--- src/rtl/neo_port_master.sv ---
`default_nettype none
// +----------------------------------------------------------------------------+
// | neo_port_master                                                            |
// | Non-68K initiator for cartridge PORT-space cycles with programmable timing.|
// | Rev 1.0                                                                    |
// +----------------------------------------------------------------------------+
module neo_port_master #(
  parameter int SETUP_CYC  = 2,
  parameter int STROBE_CYC = 4,
  parameter int HOLD_CYC   = 1
) (
  input  logic        CLK_48M,
  input  logic        nRESET,
  input  logic        BUS_GRANT,
  input  logic        REQ,
  input  logic        REQ_WE,
  input  logic [1:0]  REQ_BE,
  input  logic [18:0] REQ_ADDR,
  input  logic [15:0] REQ_WDATA,
  output logic        READY,
  output logic        RSP_VALID,
  output logic        RSP_ABORT,
  output logic [15:0] RSP_RDATA,
  output logic [18:0] M68K_ADDR,
  output logic [15:0] M68K_DATA_OUT,
  output logic        M68K_DATA_OE,
  input  logic [15:0] M68K_DATA_IN,
  output logic        nPORTOEL,
  output logic        nPORTOEU,
  output logic        nPORTWEL,
  output logic        nPORTWEU
);

  // A zero length is treated as a single cycle.
  localparam logic [7:0] c_setup  = (SETUP_CYC  < 1) ? 8'd1 : SETUP_CYC[7:0];
  localparam logic [7:0] c_strobe = (STROBE_CYC < 1) ? 8'd1 : STROBE_CYC[7:0];
  localparam logic [7:0] c_hold   = (HOLD_CYC   < 1) ? 8'd1 : HOLD_CYC[7:0];

  typedef enum logic [2:0] {
    S_IDLE   = 3'd0,
    S_SETUP  = 3'd1,
    S_STROBE = 3'd2,
    S_HOLD   = 3'd3,
    S_DONE   = 3'd4
  } state_t;

  state_t      r_state;
  logic [7:0]  r_cnt;
  logic        r_we;
  logic [1:0]  r_be;
  logic [15:0] r_rd_cap;

  assign READY = (r_state == S_IDLE) && BUS_GRANT && nRESET;

  always_ff @(posedge CLK_48M) begin
    if (!nRESET) begin
      r_state       <= S_IDLE;
      r_cnt         <= 8'd0;
      r_we          <= 1'b0;
      r_be          <= 2'b00;
      r_rd_cap      <= 16'h0000;
      RSP_VALID     <= 1'b0;
      RSP_ABORT     <= 1'b0;
      RSP_RDATA     <= 16'h0000;
      M68K_ADDR     <= 19'd0;
      M68K_DATA_OUT <= 16'h0000;
      M68K_DATA_OE  <= 1'b0;
      nPORTOEL      <= 1'b1;
      nPORTOEU      <= 1'b1;
      nPORTWEL      <= 1'b1;
      nPORTWEU      <= 1'b1;
    end else begin
      RSP_VALID <= 1'b0;
      RSP_ABORT <= 1'b0;
      case (r_state)
        S_IDLE: begin
          if (REQ && BUS_GRANT) begin
            r_we          <= REQ_WE;
            r_be          <= REQ_BE;
            M68K_ADDR     <= REQ_ADDR;
            M68K_DATA_OUT <= REQ_WDATA;
            M68K_DATA_OE  <= REQ_WE;
            r_cnt         <= c_setup;
            r_state       <= S_SETUP;
          end
        end
        S_SETUP: begin
          // Grant loss is only honoured before any strobe has gone low.
          if (!BUS_GRANT) begin
            RSP_VALID    <= 1'b1;
            RSP_ABORT    <= 1'b1;
            M68K_DATA_OE <= 1'b0;
            r_cnt        <= 8'd1;
            r_state      <= S_DONE;
          end else if (r_cnt <= 8'd1) begin
            nPORTOEU <= r_we | ~r_be[1];
            nPORTOEL <= r_we | ~r_be[0];
            nPORTWEU <= ~r_we | ~r_be[1];
            nPORTWEL <= ~r_we | ~r_be[0];
            r_cnt    <= c_strobe;
            r_state  <= S_STROBE;
          end else begin
            r_cnt <= r_cnt - 8'd1;
          end
        end
        S_STROBE: begin
          if (r_cnt <= 8'd1) begin
            nPORTOEL <= 1'b1;
            nPORTOEU <= 1'b1;
            nPORTWEL <= 1'b1;
            nPORTWEU <= 1'b1;
            r_rd_cap <= M68K_DATA_IN & {{8{r_be[1]}}, {8{r_be[0]}}};
            r_cnt    <= c_hold;
            r_state  <= S_HOLD;
          end else begin
            r_cnt <= r_cnt - 8'd1;
          end
        end
        S_HOLD: begin
          if (r_cnt <= 8'd1) begin
            RSP_VALID    <= 1'b1;
            M68K_DATA_OE <= 1'b0;
            if (!r_we) begin
              RSP_RDATA <= r_rd_cap;
            end
            r_cnt   <= 8'd1;
            r_state <= S_DONE;
          end else begin
            r_cnt <= r_cnt - 8'd1;
          end
        end
        S_DONE: begin
          r_state <= S_IDLE;
        end
        default: begin
          r_state <= S_IDLE;
        end
      endcase
    end
  end

endmodule
`default_nettype wire

--- config.mk ---
export PLATFORM = sky130hd
export DESIGN_NAME = neo_port_master
export DESIGN_NICKNAME = d
export VERILOG_FILES = /design/src/rtl/neo_port_master.sv
export SDC_FILE = /design/constraint.sdc
export NUM_CORES = 1
export LEC_CHECK = 0
export CORE_UTILIZATION = 31
export DETAILED_ROUTE_END_ITERATION = 10
export SYNTH_ARGS = -nofsm -noshare
export SYNTH_HDL_FRONTEND = slang
export SYNTH_SLANG_ARGS = --single-unit
--- constraint.sdc ---
create_clock -name CLK_48M -period 4.4 [get_ports CLK_48M]
set_clock_uncertainty 0.15 [all_clocks]
set_input_delay 0.44 -clock CLK_48M [delete_from_list [all_inputs] [get_ports CLK_48M]]
set_output_delay 0.44 -clock CLK_48M [all_outputs]
set_load 0.01 [all_outputs]
==> flow_summary.toml, run 1 <==
[run_status]
outcome = "complete, no violations"

[floorplanning]
die_w_um = 108
rows = 38
coreArea_um2 = 10900
start_util_pct = 32.0
die_h_um = 108
ios = 117
fp.dieArea_um2 = 11700

[hold_path]
min_path_cells = 2
hold_end = "r_rd_cap[10]"
min-delay-start = "r_rd_cap[10]"
min_path_type = "flip-flop to flip-flop"

[finish]
final_util_pct = 45.4
n_antenna_cell = 0
fin_nets = 583
area_growth_pct = 41.8
seq_area_um2 = 1760
finalNonFillerCells = 668
multiInputGateArea_um2 = 1560
layout_commonest_cell = "clkdlybuf4s50_1"
layout_common_cells = "116 x clkdlybuf4s50_1, 103 x nand2_1, 88 x dfxtp_1, 67 x a21oi_1, 24 x nor2_1"
nFillCells = 1102
drive_above_1_share_pct = 4.73

[synthesis]
synth-edff-count = 0
async_flop_share_pct = 0
synth_fp_nets = 483
yosysSeqAreaShare_pct = 50.5
synth_flop_cell = "dfxtp_1"
synthCells = 423
synth-seq-cells = 88
syn_area_um2 = 3490
avgSynthCellArea_um2 = 8.24
synth_warnings = 0
synthDistinctLibCells = 41

[critical_path]
reg2regPathDepth = 6
reg2reg_to = "r_cnt[6]"
slowest_delay_ns = 0.81
critPathTopFamily = "buffers and inverters"
crit_path_start_kind = "input pin"
crit_path_frequent_cell = "clkdlybuf4s50_1"
arrival_ns = 2.20
reg2reg_from = "r_cnt[0]"
critPathBufInv = 3
critPathKind = "input pin to output port"
regToRegSetupSlack_ns = 1.76
end_kind = "output port"
critPathMaxFanout = 13
crit_chain = "clkdlybuf4s50_1 -> inv_2 -> nor2_1 -> and3_1 -> clkdlybuf4s50_1"
crit_path_start = "nRESET"
slowest_stage = "clkdlybuf4s50_1"
worstPathRequired_ns = 3.81

[global_routing]
grt_pass1_wl_um = 14900
grt_max_degree = 76
use_met1_pct = 18.9
grt_busiest_layer = "met2"
grt_usage_pct = 16.3
overflow = 0
met2_usage_pct = 27.6
use_met3_pct = 5.79
antenna_found_initial = 0
grt_pass1_vias = 3194

[timing]
tns_ns = 0
slew_viol_final = 0
tightest_slew_ns = 0.995
relSlewSlack_pct = 33.4
fin_crit_sh_pct = 63.4
period_needed_ns = 2.79
rsz0062_at_grt = "no"
hold_viol = 0
setup_ws_ns = 1.61
fmax_mhz = 359
finalSetupViolCount = 0

[placement]
dp.cells = 652
detailedPlace.worstSlack_ns = 1.61
routabilityCongestion = 0.812
dpl.hpwl_um = 6040
io_buffers = 116

[routing]
drc = 0
avgViaCountPerCell = 4.94
num_vias = 3297
wl_um = 9260
first_iter_violations = 104
drtAntennaViolNets = 0
wire_per_inst_um = 13.9
firstDrtPassIters = 7

[power]
powerDensity_nw_per_um2 = 359
seq_power_share_pct = 48.2
power.static_leakage_uw = 0.00184
pwr-share-clk_pct = 35.9
vdd.ir_drop.worst_uv = 147
pwr-share-comb_pct = 16.0
p_int_uw = 1280
switching_share_pct = 27.5
power.switching_uw = 488

[clock_network]
cts_tree = "yes"
max-clock-path-buffers = 2
cts_setup_buffers = 0
htreeDepth = 3
clock-sinks = 88
cts_buffers = 9
cts_hold_buffers = 0
clk_latency_ns = 0.35
clk_pin_slew_ns = 0.09
post_cts_resized = 0
clock-root-buffer = "clkbuf_8"

[job]
maxCapViolations = 0
[how the worst max path moves through the flow]
| stage | depth (start not counted) | endpoint | slack [ns] |
|---|---|---|---|
| 2_1_floorplan | 8 | RSP_RDATA[10] | 2.30 |
| 3_3_place_gp | 5 | READY | 1.66 |
| 3_5_place_dp | 5 | READY | 1.61 |
| 4_1_cts | 5 | READY | 1.60 |
| 5_1_grt | 5 | READY | 1.52 |
| 6_report | 5 | READY | 1.61 |
[worst min-delay path: cells and delay by family (launching register included)]
family,cells,cell delay (ns)
AO/OA/AOI/OAI,1,0.05
flip-flops,1,0.32
AND/OR/NAND/NOR,1,0.05
[flip-flops by register name, indices dropped and copies added (netlist names)]
signal	flops
M68K_ADDR	19
M68K_DATA_OE	1
M68K_DATA_OUT	16
RSP_ABORT	1
RSP_RDATA	16
RSP_VALID	1
nPORTOEL	1
nPORTOEU	1
nPORTWEL	1
nPORTWEU	1
r_be	2
r_cnt	8
r_rd_cap	16
r_state	3
r_we	1
[power by group through the flow]
| stage | Combinational [µW] | Clock (µW) | Sequential, µW |
|---|---|---|---|
| after floorplan | 153 | 0 | 871 |
| after CTS | 284 | 659 | 854 |
| after detailed placement | 281 | 0 | 872 |
| after global placement | 275 | 0 | 871 |
| after global routing | 310 | 695 | 859 |
| final | 283 | 636 | 854 |
[cell usage after synthesis (3+ instances only)]
cell      number  area [µm²]
inv_1          7        26.3
nand3_1       21         105
clkbuf_1      21        78.8
a31oi_1        5        31.3
nor2_1        24        90.1
or3_1          4        25.0
nand2_1      103         387
nor3_1         6        30.0
nand2b_1       3        18.8
o21ai_0        3        15.0
dfxtp_1       88        1760
nand4_1        6        37.5
a21oi_1       67         335
mux2i_1       17         170
o21ai_1        4        20.0
buf_2          9        45.0
[kinds of logic after synthesis]
| logic type | synth area share [%] |
|---|---|
| and+or+nand+nor | 23.6 |
| AOI/OAI and AO/OA | 15.6 |
| DFF | 50.5 |
| buffers and inverters | 4.63 |
| muxes | 4.88 |
| adders and majority gates | 0.718 |
[per-layer routing]
layer,vias to the layer above,share of wire [%]
met5,-,0
met4,0,0.80
met3,6,8.1
met2,109,47
met1,1526,44
li1,1656,-
[through the flow]
step / power [µW] / hold WS, ns / area (µm²)
2_1_floorplan: 1020 / 0.281 / 3490
3_3_place_gp: 1150 / 0.288 / 4720
3_5_place_dp: 1150 / 0.294 / 4720
4_1_cts: 1800 / 0.307 / 4940
5_1_grt: 1860 / 0.323 / 4940
6_report: 1770 / 0.305 / 4940
[layout make-up]
cell class / instances / share of cell area, %
Sequential cell: 88 / 35.6
Multi-Input combinational cell: 297 / 31.6
Timing Repair Buffer: 120 / 24.1
Tap cell: 140 / 3.54
Clock buffer: 9 / 2.51
Clock inverter: 7 / 2.07
Inverter: 7 / 0.531
Note: power is estimated with default switching activity, not from simulation.
==> run 2, diff against run 1 <==
Clock period 4.4 ns to 2.27 ns, I/O delays scaled along.
==> run 2 against run 1 <==
Clock power grew 76%. Power increased by 90%. Sequential share of layout area shrank 0.91 points. Final cell count grew 2.2%. Utilization is 1.2 points higher. Via count rose by 1.2%. Cell area increased by 2.7%. First-iteration DRC count increased by 24%. Sequential power is 93% higher. Wire length up 0.24%. Flip-flop and latch count is the same. Worst hold slack lost 0.049 ns. Critical path type is now flip-flop to output port.
==> flow_summary.toml, run 2 (synthesis gave the netlist of run 1 again) <==
[timing]
fmax_mhz = 469
hold_viol = 0
period_needed_ns = 2.13
tightest_slew_ns = 0.547
tns_ns = 0
timing.hold.ws_ns = 0.256
finalSetupViolCount = 0
fin_crit_sh_pct = 94.0
relSlewSlack_pct = 63.5
slew_viol_final = 0
rsz0062_at_grt = "no"

[critical_path]
critPathMaxFanout = 10
reg2regPathDepth = 5
critPathKind = "flip-flop to output port"
crit_path_start_kind = "flip-flop"
arrival_ns = 1.76
worstPathRequired_ns = 1.89
end_kind = "output port"

[global_routing]
grt_pass1_wl_um = 15000
grt_usage_pct = 16.3
overflow = 0
grt_pass1_vias = 3134
antenna_found_initial = 0
grt_max_degree = 40

[floorplanning]
coreArea_um2 = 10900
die_w_um = 108
fp.dieArea_um2 = 11700
die_h_um = 108
ios = 117
start_util_pct = 32.0
rows = 38

[routing]
first_iter_violations = 129
wire_per_inst_um = 13.6
firstDrtPassIters = 6
wl_um = 9280
num_vias = 3338
drc = 0
drtAntennaViolNets = 0
avgViaCountPerCell = 4.89

[clock_network]
htreeDepth = 3
clock-root-buffer = "clkbuf_8"
clk_latency_ns = 0.35
clk_pin_slew_ns = 0.09
max-clock-path-buffers = 2
cts_hold_buffers = 0
clock-sinks = 88
cts_tree = "yes"
cts_buffers = 9

[finish]
n_antenna_cell = 0
design_area_um2 = 5080
top_register = "M68K_ADDR"
area_growth_pct = 45.6
layout_common_cells = "116 x clkdlybuf4s50_1, 103 x nand2_1, 87 x dfxtp_1, 67 x a21oi_1, 23 x nor2_1"
largest_reg_flops = 19
drive_above_1_share_pct = 7.73
seq_area_um2 = 1760
fin_nets = 598
layout_commonest_cell = "clkdlybuf4s50_1"
nFillCells = 1108
multiInputGateArea_um2 = 1570

[hold_path]
min_path_cells = 3
min_path_type = "input pin to flip-flop"

[power]
power.static_leakage_uw = 0.00191
powerDensity_nw_per_um2 = 664
vdd.ir_drop.worst_uv = 330

[placement]
dpl.hpwl_um = 6350
io_buffers = 116
placed_area_um2 = 4860
routabilityCongestion = 0.783

[run_status]
outcome = "complete, no violations"

[job]
maxCapViolations = 0
-- run 2: changes by cell type in the layout (fill, tap and decap cells not counted) --
cell | previous run | this run
bufinv_16 | 2 | 1
inv_8 | 1 | 0
buf_4 | 4 | 16
buf_12 | 0 | 3
inv_6 | 2 | 3
dfxtp_1 | 88 | 87
clkinvlp_4 | 0 | 1
dfxtp_2 | 0 | 1
nor2_4 | 0 | 1
nor2_1 | 24 | 23
-- run 2: cell type report --
| type | count | share of cell area [%] |
|---|---|---|
| multi-input combinational | 297 | 30.9 |
| clock inverter | 7 | 1.53 |
| inverter | 7 | 0.517 |
| clock buffer | 9 | 2.44 |
| timing repair buffer | 135 | 26.4 |
| sequential | 88 | 34.7 |
| tap | 140 | 3.45 |
-- run 2: worst paths after layout --
check | start | endpoint | slack [ns]
setup / recovery | r_state[2] | READY | 0.14
hold reg to reg | r_rd_cap[1] | r_rd_cap[1] | 0.30
setup reg to reg | r_state[1] | r_rd_cap[10] | 0.18
hold / removal | REQ_ADDR[0] | M68K_ADDR[0] | 0.26
-- run 2: metrics by stage --
stage	std cells	power (µW)	setup WS [ns]	utilization (%)
6_report	683	3370	0.137	46.6
5_1_grt	683	3530	0.0598	46.6
4_1_cts	682	3410	0.0518	46.5
3_5_place_dp	666	2280	0.208	44.6
3_3_place_gp	666	2270	0.213	44.6
2_1_floorplan	423	1980	0.168	-
-- run 2: report_power, final --
group | internal, µW | leakage [µW] | switching [µW]
Sequential | 1600 | 0.000714 | 48.4
Clock | 521 | 0.000101 | 602
Combinational | 292 | 0.00110 | 309
Total | 2410 | 0.00191 | 959
-- run 2: critical path, stage by stage (launching register included) --
cell,delay (ns)
dfxtp_1,0.32
buf_4,0.17
nor2_1,0.20
and3_1,0.18
clkdlybuf4s50_1,0.53
-- run 2: metal layers --
layer,part of all wire (%),GRT usage (%)
met1,45,20.3
met2,47,26.5
met3,7.4,6.57
met4,0.69,2.94
met5,0,0
-- run 2: repair_timing --
item                                   CTS  global route
setup buffers                            0             1
pin swaps                                0             1
cloned                                   0             0
setup endpoints to repair                1             2
endpoints found under the hold margin    0             0
gates resized for setup                  1             2
